<file path="src/rtl/contador_modulo_n.sv">
// Parametrised up/down modulo counter with load, wrap/one-shot modes, TC pulse and DONE flag.
// Optional prescaler on the count enable is built when CONTADOR_PRESCALER_EN is defined.
module contador_modulo_n #(
  parameter int WIDTH     = 4,
  parameter int MODULO    = 11,
  parameter int PRESC_DIV = 4
) (
  input  logic             CLK,
  input  logic             RST,
  input  logic             EN,
  input  logic             UP,
  input  logic             ONESHOT,
  input  logic             LOAD,
  input  logic [WIDTH-1:0] LOAD_VAL,
  input  logic [WIDTH-1:0] LIMIT,
  output logic [WIDTH-1:0] salida,
  output logic             TC,
  output logic             DONE
);

  logic [WIDTH-1:0] lim;
  logic [WIDTH-1:0] lim_m1;
  logic [WIDTH-1:0] load_clamped;
  logic [WIDTH-1:0] count_next;
  logic             count_tc;
  logic             count_done;
  logic             step;

  // LIM is never zero: a zero LIMIT falls back to MODULO-1, which is at least 1.
  always_comb begin
    lim          = (LIMIT == '0) ? WIDTH'(MODULO - 1) : LIMIT;
    lim_m1       = lim - WIDTH'(1);
    load_clamped = (LOAD_VAL > lim) ? lim : LOAD_VAL;
  end

  always_comb begin
    count_next = salida;
    count_tc   = 1'b0;
    count_done = 1'b0;
    if (UP) begin
      if (ONESHOT) begin
        // A value already above a lowered limit is clamped onto LIM as the terminal.
        if (salida >= lim_m1) begin
          count_next = lim;
          count_tc   = 1'b1;
          count_done = 1'b1;
        end else begin
          count_next = salida + WIDTH'(1);
        end
      end else begin
        if (salida >= lim) begin
          count_next = '0;
          count_tc   = 1'b1;
        end else begin
          count_next = salida + WIDTH'(1);
        end
      end
    end else begin
      if (salida == '0) begin
        count_next = ONESHOT ? '0 : lim;
        count_tc   = 1'b1;
        count_done = ONESHOT;
      end else if (ONESHOT && (salida == WIDTH'(1))) begin
        count_next = '0;
        count_tc   = 1'b1;
        count_done = 1'b1;
      end else begin
        count_next = salida - WIDTH'(1);
      end
    end
  end

`ifdef CONTADOR_PRESCALER_EN
  localparam int PW = (PRESC_DIV > 1) ? $clog2(PRESC_DIV) : 1;
  localparam logic [PW-1:0] PRESC_LAST = PW'(PRESC_DIV - 1);

  logic [PW-1:0] presc;

  assign step = EN & ~DONE & (presc == PRESC_LAST);

  // Prescaler only advances on cycles the main counter would otherwise accept.
  always_ff @(posedge CLK) begin
    if (RST || LOAD) begin
      presc <= '0;
    end else if (EN && !DONE) begin
      presc <= (presc == PRESC_LAST) ? '0 : presc + PW'(1);
    end
  end
`else
  assign step = EN & ~DONE & (PRESC_DIV >= 1);
`endif

  always_ff @(posedge CLK) begin
    if (RST) begin
      salida <= '0;
      TC     <= 1'b0;
      DONE   <= 1'b0;
    end else if (LOAD) begin
      salida <= load_clamped;
      TC     <= 1'b0;
      DONE   <= 1'b0;
    end else if (step) begin
      salida <= count_next;
      TC     <= count_tc;
      DONE   <= DONE | count_done;
    end else begin
      TC     <= 1'b0;
    end
  end

endmodule

</file>
<file path="config.mk">
export PLATFORM = sky130hd
export DESIGN_NAME = contador_modulo_n
export DESIGN_NICKNAME = d
export VERILOG_FILES = /design/src/rtl/contador_modulo_n.sv
export SDC_FILE = /design/constraint.sdc
export NUM_CORES = 1
export LEC_CHECK = 0
export BUFFER_PORTS_ARGS = -buffer_cell sky130_fd_sc_hd__buf_2
export CAP_MARGIN = 20
export CORE_ASPECT_RATIO = 0.8
export CORE_MARGIN = 4
export CORE_UTILIZATION = 54
export CTS_CLUSTER_DIAMETER = 100
export CTS_CLUSTER_SIZE = 30
export DETAILED_ROUTE_END_ITERATION = 6
export PLACE_DENSITY = 0.84
export SLEW_MARGIN = 20
export SYNTH_ARGS = -nofsm -noshare
export SYNTH_HDL_FRONTEND = slang
export SYNTH_SLANG_ARGS = --single-unit
</file>
<file path="constraint.sdc">
create_clock -name CLK -period 3.35 [get_ports CLK]
set_input_delay 0.67 -clock CLK [delete_from_list [all_inputs] [get_ports CLK]]
set_output_delay 0.67 -clock CLK [all_outputs]
set_load 0.02 [all_outputs]
</file>
==> metrics, run 1 <==
result of the run completed; initial core utilization 59.5%; share of synthesized cell area in and, or, nand and nor gates 24.0%; share of power burned in the clock network 17.3%; clock period minus worst slack about 2.8 ns; via density per instance 6.22; slowest cell delay on critical path ~0.32 ns; worst ir drop on vdd 0.268 mV; YS warnings 0; clock latency reported for the late side of the worst-skew pair 0.25 ns; total via count after detailed routing 1007; kind of path behind the tightest hold check register to register; post-synth top area share around 22%; synth unique cells 45; max-slew violations 0; Sink Count 6; xor and xnor area share after synthesis 3.48%; internal cell power ~0.22 mW; crit-path cells buf_2, nor3_1, nor2_1, ha_1, xnor2_1, ha_1, o21a_1, o21ai_1, or3_1, a31oi_1, a211o_1; Port-buffer cells 19; Area Overhead vs Synth 11.1%; post-synthesis instance total 124; area of the die 2620 um^2; area after detailed placement 1100 um^2; part of the total power dissipated in combinational logic 56.2%; hold bufs inserted after CTS 0; gp weighted congestion 0.896; sequential power share 26.5%; reg2reg path depth 7; Adder-Cell Fraction of Synth Area 22.4%; first-pass GRT wire length around 4300 um; multiplexer area fraction after synthesis 4.10%; most used cell along the critical path ha_1; I/O pin total 20; area of the core 1690 um^2; total wire length 2560 um; Post-Syn Area per Cell 8.12 um^2; worst hold margin 0.538 ns; row cnt 13; ranking of synthesized cells by area ha_1, dfxtp_1, a21oi_1, o21ai_0, nor2b_1; dominant combinational cell family by area after synthesis compound AO/OA/AOI/OAI gates; leakage power total approximately 0.51 nW; post-synth design cell area 1010 um^2; switching power of the nets 0.167 mW; routed length per instance 15.8 um; number of hold violations in the final report 0; Die Width ~56 um; Clock Tree Root clkbuf_4; category of the critical setup timing path input port to register; RSZ-0062 raised after global routing no; worst reg-to-reg setup slack around 0.96 ns; number of nets in the finished design 174; antenna violations before repair 0; kind of launch point of the worst setup path input port; H-tree depth 1; buffer levels on the longest clock path 2; Post-synth EDFFs 0; number of diodes added for antenna fixing 0; arrival time of data at the critical path endpoint 2.91 ns; endpoint type of the worst setup path register; fraction of layout cells with a size suffix above 1 20.7%; Antenna Nets Post-Route 0; # resized after CTS 0; worst slew slack as a fraction of its limit 66.5%; compound-cell area share of the yosys netlist 28.2%; fmax 0.360 GHz; Worst R2R Start salida[0]; Hold EP DONE; number of register bits inferred by synthesis 6; Tcrit/Tclk final 83.0%; Fill cells 170; number of violations reported at the end of detailed-routing iteration 0 56; clock transition at the register clock pins on the worst setup and hold paths after CTS 0.05 ns; post-route DRC violation count 0; setup TNS 0 ns; worst r2r dst salida[3]; height of the die 46.6 um; syn_nets about 160; number of global-route vias before repair around 960; grt total ovfl 0; highest fanout seen on the critical path 7; share of flip-flops with an asynchronous set or reset 0%; TritonCTS clock tree yes; critical path data required time 3.48 ns; beginning of the worst hold path DONE; switching power as a share of total power 43.4%; worst setup skew after layout ~0.004 ns; hold depth 2; sequential fraction of the synthesis area 11.9%; CTS buffer count 3; MaxCap Viol Count 0; largest net degree at the start of global routing 14; total power divided by cell area 343 nW/um^2; worst-path cell with the longest stage delay o21ai_1; number of search-and-repair iterations in the first detailed-routing pass 4; setup fix buffers added after clock tree synthesis 0; detailed placer's ending HPWL 2130 um; post-route cell area roughly 1100 um^2; overall global routing resource usage 21.3%; final-report setup violation count 0; Worst-Margin Slew 0.502 ns; most area-hungry cell type in the Yosys netlist ha_1; most used flip-flop cell after synthesis dfxtp_1
## critical path: cells and delay by family
family / cells / cell delay, ns
and+or+nand+nor: 3 / 0.57
AOI/OAI and AO/OA: 4 / 0.88
buffers and inverters: 1 / 0.16
adders and majority gates: 2 / 0.49
xor gates and xnor gates: 1 / 0.13
## power by group through the flow
stage | clock (mW) | sequential, mW | combinational (mW)
final | 0.0666 | 0.102 | 0.216
after global routing | 0.0733 | 0.104 | 0.241
after CTS | 0.0686 | 0.101 | 0.215
after detailed placement | 0 | 0.103 | 0.214
after global placement | 0 | 0.103 | 0.207
after floorplan | 0 | 0.100 | 0.159
## synthesized netlist by cell type, drive strengths merged (2+ instances only)
cell	instances
or3	2
clkbuf	2
o22ai	2
o211ai	2
ha	18
dfxtp	6
o21ai	11
mux2i	3
nand3	2
nor2	9
nor2b	6
o32ai	2
nor3	6
buf	4
a21oi	8
nand2b	3
nand2	5
inv	7
a211o	2
xnor2	4
## per-stage QoR
step                std cells  total power, mW  utilization [%]  setup slack [ns]
finish                    162            0.384             66.1             0.570
global route              162            0.419             66.1             0.412
CTS                       162            0.384             66.1             0.590
detailed placement        159            0.316             64.8             0.341
global placement          159            0.310             64.8             0.440
floorplan                 124            0.259                -             0.641
## worst max-delay path by stage
stage	slack, ns	start	to	depth (start not counted)
after floorplan	0.64	LIMIT[2]	salida[3]	11
after global placement	0.44	LIMIT[2]	salida[3]	11
after detailed placement	0.34	LIMIT[2]	salida[3]	11
after CTS	0.59	LIMIT[2]	salida[3]	11
after global routing	0.41	LIMIT[2]	salida[3]	11
final	0.57	LIMIT[2]	salida[3]	11
## final cells by class
cell class	count	area, um^2	area share (%)
Timing Repair Buffer	19	95.1	8.50
Tap cell	22	27.5	2.46
Sequential cell	6	120	10.7
Inverter	7	26.3	2.35
Multi-Input combinational cell	105	827	73.9
Clock buffer	3	22.5	2.01
## layer usage
metal | GRT usage [%] | up-vias | routed length (um)
met3 | 1.40 | 4 | 189
met5 | 0 | - | 0
met2 | 37.1 | 50 | 1150
met4 | 8.06 | 0 | 22
met1 | 28.3 | 454 | 1200
li1 | - | 499 | -
## state kept, by name (all words and copies together), names as in the netlist
name and flops:
salida 4, TC 1, DONE 1
## logic make-up (layout without fill, tap and decap cells)
logic type / Yosys count / after routing
AND/OR/NAND/NOR: 40 / 40
buffers and inverters: 13 / 29
flip-flops: 6 / 6
multiplexers: 4 / 4
AO/OA/AOI/OAI: 39 / 39
XOR/XNOR: 4 / 4
adder cells (fa/ha/maj): 18 / 18
## layout by cell type, fill, tap and decap left out, drive strengths merged, types with 2 or more instances in the layout
cell type   n
clkbuf      3
nand2b      3
dfxtp       6
o211ai      2
ha         18
buf        19
o22ai       2
a211o       2
nand2       5
nor2        9
o21ai      11
or3         2
nor3        6
o32ai       2
nor2b       6
a21oi       8
nand3       2
mux2i       3
inv         7
xnor2       4
(Power assumes the default switching activity.)
==> inputs of run 2 (changes only) <==
clock period = 2.9 ns   (was 3.35 ns; I/O delays follow)
==> run 2 against run 1 <==
Effect of this change: sequential power rose by 17%; critical endpoint unchanged; sequential share of layout area fell by 0.21 points; routed wire length rose by 3.0%; register-to-register slack got worse by 0.50 ns; final cell count rose by 1.9%; largest power group unchanged; critical path type unchanged; clock power rose by 13%.
==> metrics, run 2 (same netlist as run 1, synthesis figures left out) <==
share of power burned in the clock network 16.9%; endpoint type of the worst setup path register; clock latency reported for the late side of the worst-skew pair between 0.2 and 0.25 ns; largest net degree at the start of global routing 14; number of search-and-repair iterations in the first detailed-routing pass 4; final-report setup violation count 0; detailed placer's ending HPWL 2110 um; buffer levels on the longest clock path 2; critical path data required time 3.02 ns; kind of launch point of the worst setup path input port; number of nets in the finished design 177; Clock Tree Root clkbuf_4; leakage power total between 0.5 and 0.6 nW; post-route DRC violation count 0; part of the total power dissipated in combinational logic 56.5%; result of the run completed; TritonCTS clock tree yes; hold depth 2; H-tree depth 1; first-pass GRT wire length around 4300 um; fmax between 0.3 and 0.4 GHz; total wire length 2640 um; clock transition at the register clock pins on the worst setup and hold paths after CTS 0.04 ns; switching power as a share of total power 43.0%; number of violations reported at the end of detailed-routing iteration 0 54; row cnt 13; post-placement setup slack 0.0852 ns; via density per instance 6.14; # resized after CTS 0; total power divided by cell area between 300 and 400 nW/um^2; initial core utilization between 50% and 60%; flip-flop count of the largest register after layout 4; worst hold margin 0.512 ns; I/O pin total 20; area of the die 2620 um^2; gp weighted congestion around 0.87; antenna violations before repair 0; Largest regs salida x4, DONE x1, TC x1; clock period minus worst slack approximately 2.6 ns; area after detailed placement approximately 1100 um^2; category of the critical setup timing path input port to register; RSZ-0062 raised after global routing no; worst setup skew after layout 0.00719 ns; routed length per instance about 16 um; internal cell power roughly 0.26 mW; total via count after detailed routing 1013; arrival time of data at the critical path endpoint 2.72 ns; height of the die 46.6 um; Tcrit/Tclk final 89.7%; Area Overhead vs Synth 13.3%; highest-count cells in the layout ignoring fill and taps buf_2, ha_1, nor2_1, a21oi_1, o21ai_0; fraction of layout cells with a size suffix above 1 22.4%; switching power of the nets 0.192 mW; Port-buffer cells 19; Antenna Nets Post-Route 0; slack of the critical path ~0.30 ns; overall global routing resource usage between 20% and 30%; area of the core 1690 um^2; highest fanout seen on the critical path 7; number of hold violations in the final report 0; sequential power share 26.6%; MaxCap Viol Count 0; worst ir drop on vdd 0.236 mV; number of global-route vias before repair 929; post-route cell area approximately 1100 um^2; max-slew violations 0; number of diodes added for antenna fixing 0; reg2reg path depth 7; worst slew slack as a fraction of its limit 65.8%; Die Width 56.3 um; most common cell after layout, fill and taps aside buf_2; kind of path behind the tightest hold check register to register; hold bufs inserted after CTS 0; Worst-Margin Slew 0.512 ns; setup TNS 0 ns; top register by number of flip-flops salida; grt total ovfl 0; CTS buffer count 3; Sink Count 6; final cell utilization of the core between 60% and 70%; setup fix buffers added after clock tree synthesis 0
[run 2: changes by cell type in the layout (fill, tap and decap cells not counted)]
cell   before  now
buf_4       0    3
[run 2: path summary, 6_finish.rpt]
kind | start | endpoint | slack [ns]
hold reg to reg | DONE | DONE | 0.51
hold / removal | DONE | DONE | 0.51
setup / recovery | LIMIT[0] | salida[3] | 0.30
setup reg to reg | salida[0] | salida[3] | 0.46
[run 2: critical path, cell delays in order]
cell and delay (ns):
buf_2 0.15, nor3_1 0.22, nor2_1 0.09, ha_1 0.21, xnor2_1 0.15, ha_1 0.25, o21a_1 0.17, o21ai_1 0.31
or3_1 0.17, a31oi_1 0.12, a211o_1 0.31
[run 2: layer usage]
metal / global-route usage (%) / wire length [um]
met5: 0 / 0
met4: 4.27 / 7
met3: 4.48 / 179
met2: 35.0 / 1180
met1: 30.6 / 1270
[run 2: metrics by stage]
stage          instances  power (mW)
2_1_floorplan        124       0.299
3_3_place_gp         162       0.359
3_5_place_dp         162       0.369
4_1_cts              165       0.448
5_1_grt              165       0.487
6_report             165       0.447
[run 2: power by group through the flow]
stage	Sequential (mW)	Clock [mW]	Combinational (mW)
2_1_floorplan	0.116	0	0.184
3_3_place_gp	0.118	0	0.241
3_5_place_dp	0.119	0	0.250
4_1_cts	0.117	0.0798	0.251
5_1_grt	0.120	0.0866	0.281
6_report	0.119	0.0755	0.253
[run 2: final cells by class]
| type | count | area, um^2 |
|---|---|---|
| Sequential cell | 6 | 120 |
| Fill cell | 150 | 551 |
| Tap cell | 22 | 27.5 |
| Clock buffer | 3 | 22.5 |
| Timing Repair Buffer | 22 | 118 |
| Inverter | 7 | 26.3 |
| Multi-Input combinational cell | 105 | 827 |
